### config.mk
export PLATFORM = sky130hd
export DESIGN_NAME = hazard_sequencer
export DESIGN_NICKNAME = d
export VERILOG_FILES = /design/src/rtl/hazard_sequencer.sv
export SDC_FILE = /design/constraint.sdc
export NUM_CORES = 1
export LEC_CHECK = 0
export ABC_CLOCK_PERIOD_IN_PS = 2650
export CAP_MARGIN = 40
export CORE_AREA = 2 2 52 54
export CTS_BUF_LIST = sky130_fd_sc_hd__clkbuf_8 sky130_fd_sc_hd__clkbuf_16
export CTS_CLUSTER_SIZE = 28
export DETAILED_ROUTE_END_ITERATION = 8
export DIE_AREA = 0 0 54 56
export DONT_BUFFER_PORTS = 1
export PLACE_DENSITY = 0.68
export REMOVE_ABC_BUFFERS = 1
export SETUP_SLACK_MARGIN = 0.02
export SLEW_MARGIN = 20
export SYNTH_ARGS = -nofsm -noshare
export SYNTH_HDL_FRONTEND = slang
export SYNTH_SLANG_ARGS = --single-unit
### constraint.sdc
create_clock -name clk -period 2.65 [get_ports clk]
set_clock_uncertainty 0.2 [all_clocks]
set_input_delay 0.53 -clock clk [delete_from_list [all_inputs] [get_ports clk]]
set_output_delay 0.53 -clock clk [all_outputs]
set_load 0.05 [all_outputs]
### src/rtl/hazard_sequencer.sv
// rtl/hazard_sequencer.sv - stall/flush sequencer for the 5-stage pipeline
// Handles load-use stalls, mult/div EX freeze, taken-branch IF/ID flush and stall statistics.
module hazard_sequencer #(
  parameter int MD_LATENCY = 4,
  parameter int CNT_W      = 5,
  parameter int STAT_W     = 16
) (
  input  logic              clk,
  input  logic              rst,
  input  logic [4:0]        id_rs,
  input  logic [4:0]        id_rt,
  input  logic              id_uses_rt,
  input  logic              ex_memread,
  input  logic [4:0]        ex_rt,
  input  logic              id_branch_taken,
  input  logic              ex_md_start,
  input  logic              stall_clr,
  output logic              pc_write,
  output logic              ifid_write,
  output logic              ifid_flush,
  output logic              idex_write,
  output logic              idex_bubble,
  output logic              exmem_bubble,
  output logic              md_busy,
  output logic              md_done,
  output logic [STAT_W-1:0] stall_cycles
);

  typedef enum logic {RUN, MD_BUSY} state_t;

  state_t           state;
  logic [CNT_W-1:0] md_cnt;
  logic             cnt_zero;
  logic             md_hold;
  logic             lu_hz;

  assign cnt_zero = (md_cnt == '0);
  assign md_busy  = (state == MD_BUSY);
  assign md_done  = (state == MD_BUSY) && cnt_zero;

  // Requests are masked during reset so a held ex_md_start cannot stall the quiet reset outputs.
  always_comb begin
    md_hold = !rst && (((state == RUN) && ex_md_start) || ((state == MD_BUSY) && !cnt_zero));
    lu_hz   = !rst && ex_memread && (ex_rt != 5'd0) &&
              ((ex_rt == id_rs) || (id_uses_rt && (ex_rt == id_rt)));
  end

  always_comb begin
    pc_write     = 1'b1;
    ifid_write   = 1'b1;
    ifid_flush   = 1'b0;
    idex_write   = 1'b1;
    idex_bubble  = 1'b0;
    exmem_bubble = 1'b0;
    if (md_hold) begin
      pc_write     = 1'b0;
      ifid_write   = 1'b0;
      idex_write   = 1'b0;
      exmem_bubble = 1'b1;
    end else if (lu_hz) begin
      pc_write    = 1'b0;
      ifid_write  = 1'b0;
      idex_bubble = 1'b1;
    end else if (id_branch_taken && !rst) begin
      ifid_flush = 1'b1;
    end
  end

  // Countdown starts at MD_LATENCY-2: the start cycle and the release cycle are both spent in EX.
  always_ff @(posedge clk or posedge rst) begin
    if (rst) begin
      state  <= RUN;
      md_cnt <= '0;
    end else begin
      case (state)
        RUN: begin
          if (ex_md_start) begin
            md_cnt <= CNT_W'(MD_LATENCY - 2);
            state  <= MD_BUSY;
          end
        end
        MD_BUSY: begin
          if (!cnt_zero) begin
            md_cnt <= md_cnt - 1'b1;
          end else begin
            state <= RUN;
          end
        end
        default: begin
          state  <= RUN;
          md_cnt <= '0;
        end
      endcase
    end
  end

  always_ff @(posedge clk or posedge rst) begin
    if (rst) begin
      stall_cycles <= '0;
    end else if (stall_clr) begin
      stall_cycles <= '0;
    end else if (!pc_write && (stall_cycles != '1)) begin
      stall_cycles <= stall_cycles + 1'b1;
    end
  end

endmodule

==> flow_metrics.tcl <==
set metrics [dict create \
    dpl.cell_count 205 \
    post_route_cells_drive_above_1_share_pct 24.6 \
    drtPass1Iterations 4 \
    post-synth-top-count-cell "dfrtp_1" \
    io_pins 46 \
    grt_max_degree 23 \
    initial_core_util_pct 57.4 \
    async_flop_share_pct 100 \
    rows 18 \
    clock_latency_ps 260 \
    cts_tree "done" \
    cp-end-kind "output pin" \
    setup_viol 0 \
    antenna_found_initial 0 \
    die_h_microns 56 \
    clk_path_buf_depth 2 \
    peakVddDrop_mv 0.627 \
    synth_enable_flop_cells 0 \
    nets 205 \
    crit_required_ps 1920 \
    grt_overflow 0 \
    postRouteAntennaNets 0 \
    fmax_mhz 394 \
    dp_hpwl_mm 2.40 \
    area_growth_pct 25.1 \
    rsz0062_at_grt "no" \
    ctsRootBufferMaster "clkbuf_8" \
    grt_pass1_wl_mm 5.44 \
    ys.warnings.count 0 \
    synthDistinctLibCells 44 \
    slew_headroom_pct 61.0 \
    finalHoldViolCount 0 \
    coreArea_sq_um 2430 \
    place.gp.congestion 0.836 \
    setup_ws_ps 110 \
    grtUsageMet2_pct 42.0 \
    finalNonFillerCells 209 \
    max-cap-violations 0 \
    worst_pin_slew_ps 578 \
    timing.hold.ws_ps 96.3 \
    clock_sinks 22 \
    n_antenna_cell 0 \
    critPathKind "in2out" \
    synth_ff_type "dfrtp_1" \
    synth.avg_cell_area_sq_um 9.12 \
    ys_seq_area_share_pct 39.5 \
    multiInputGateArea_sq_um 817 \
    path_clk_slew_ps 80 \
    die_area_sq_um 3020 \
    yosys.area.top_type "dfrtp_1" \
    reg2regPathDepth 7 \
    cts-htree-levels 1 \
    drc 0 \
    ys_top_cells_by_area "dfrtp_1 39%, xnor2_1 6.3%, or3_1 4.0%" \
    cts_setup_buffers 0 \
    drt_iter0_drc 13 \
    grt_pass1_vias 1334 \
    start_kind "primary input" \
    vias_per_cell 6.03 \
    vias 1260 \
    port_buffers 0 \
    synth_seq_cells 22 \
    slew_violations 0 \
    p_leak_nw 0.746 \
    postRouteWirelength_mm 3.24 \
    min_path_type "in2async" \
    regArea_sq_um 551 \
    ctsHoldBuffers 0 \
    critPathArrivalTime_ps 1810 \
    use_met1_pct 26.2 \
    min_period_ps 2540 \
    syn_area_sq_um 1400 \
    synthDominantCellAreaShare_pct 39.5 \
    crit_fanout 7 \
    synth_cells 153 \
    dp_worst_setup_slack_ps 40.8 \
    wire_per_inst_microns 15.5 \
    final_util_pct 71.8 \
    grt_use_total_pct 23.6 \
    status "finished clean" \
    fill_cells 190 \
    finalCritPeriodShare_pct 95.8 \
    p_per_area_nw_per_um2 764 \
    busiest_layer "met2" \
    numCtsBuffers 3 \
    die_x_microns 54 \
    grt_use_met3_pct 5.11 \
    p_total_mw 1.33 \
    r2r_slack_ps 400 \
    yosys-top-cells-count "22 x dfrtp_1, 11 x a21oi_1, 11 x nand2_1, 11 x nor2_1, 10 x xnor2_1" \
]
placed cells by master, fill, tap and decap left out, types with 4 or more instances in the layout:
| cell | netlist | final |
|---|---|---|
| nand2_1 | 11 | 11 |
| nand4_1 | 5 | 5 |
| or4_1 | 4 | 4 |
| a21oi_1 | 11 | 11 |
| o21ai_0 | 8 | 8 |
| nor2b_1 | 4 | 4 |
| dfrtp_1 | 22 | 22 |
| nor2_1 | 11 | 11 |
| inv_1 | 7 | 7 |
| xnor2_1 | 10 | 10 |
| or3_1 | 9 | 9 |
| o31ai_1 | 4 | 4 |
| xor2_1 | 4 | 4 |
| nand3_1 | 7 | 7 |
| buf_4 | 1 | 25 |
worst max-delay path, stage by stage:
cell	delay [ps]
or3_1	390
o311a_4	390
a21oi_4	310
buf_12	180
flip-flops by register name, summed over array words and instances (netlist names):
name	flops
stall_cycles	16
md_cnt	5
md_busy	1
power breakdown:
part | total, mW | switching (mW) | internal [mW] | leakage (nW)
combinational | 0.576 | 0.367 | 0.209 | 0.419
clock | 0.311 | 0.110 | 0.202 | 0.0357
sequential | 0.445 | 0.0507 | 0.394 | 0.291
metrics by stage:
step                      area [sq um]  setup TNS, ps
after global routing              1750              0
final                             1750              0
after global placement            1650              0
after detailed placement          1650              0
after CTS                         1720              0
after floorplan                   1360          -7240
per-layer routing:
metal	up-vias	wire, microns
met3	6	203
met5	-	0
met1	606	1280
li1	606	-
met2	42	1700
met4	0	48
logic make-up after synthesis:
family                   after synthesis  synth area share, %
AND/OR/NAND/NOR                       65                 26.5
AO/OA/AOI/OAI                         32                 15.5
flip-flops                            22                 39.5
XOR/XNOR                              14                 8.79
buffers and inverters                 14                 4.75
multiplexers                           3                 2.33
adder cells (fa/ha/maj)                3                 2.69
final timing paths:
check,startpoint,endpoint
max in group asynchronous,rst,stall_cycles[1]
worst min register to register,md_cnt[4],md_cnt[4]
worst max register to register,stall_cycles[9],stall_cycles[1]
worst min-delay path,rst,md_busy
worst max-delay path,ex_rt[0],ifid_write
min in group clk,stall_clr,stall_cycles[15]
area by class of cell:
class | instances | area share [%]
Multi-Input combinational cell | 117 | 46.8
Clock buffer | 3 | 2.37
Sequential cell | 22 | 31.5
Clock inverter | 1 | 1.72
Inverter | 8 | 1.72
Tap cell | 30 | 2.15
Timing Repair Buffer | 28 | 13.7
repair_timing:
action | in CTS | in global routing
gates resized for setup | 1 | 3
setup endpoints to repair | 1 | 1
pin swaps | 0 | 2
Note: power is estimated with default switching activity, not from simulation.
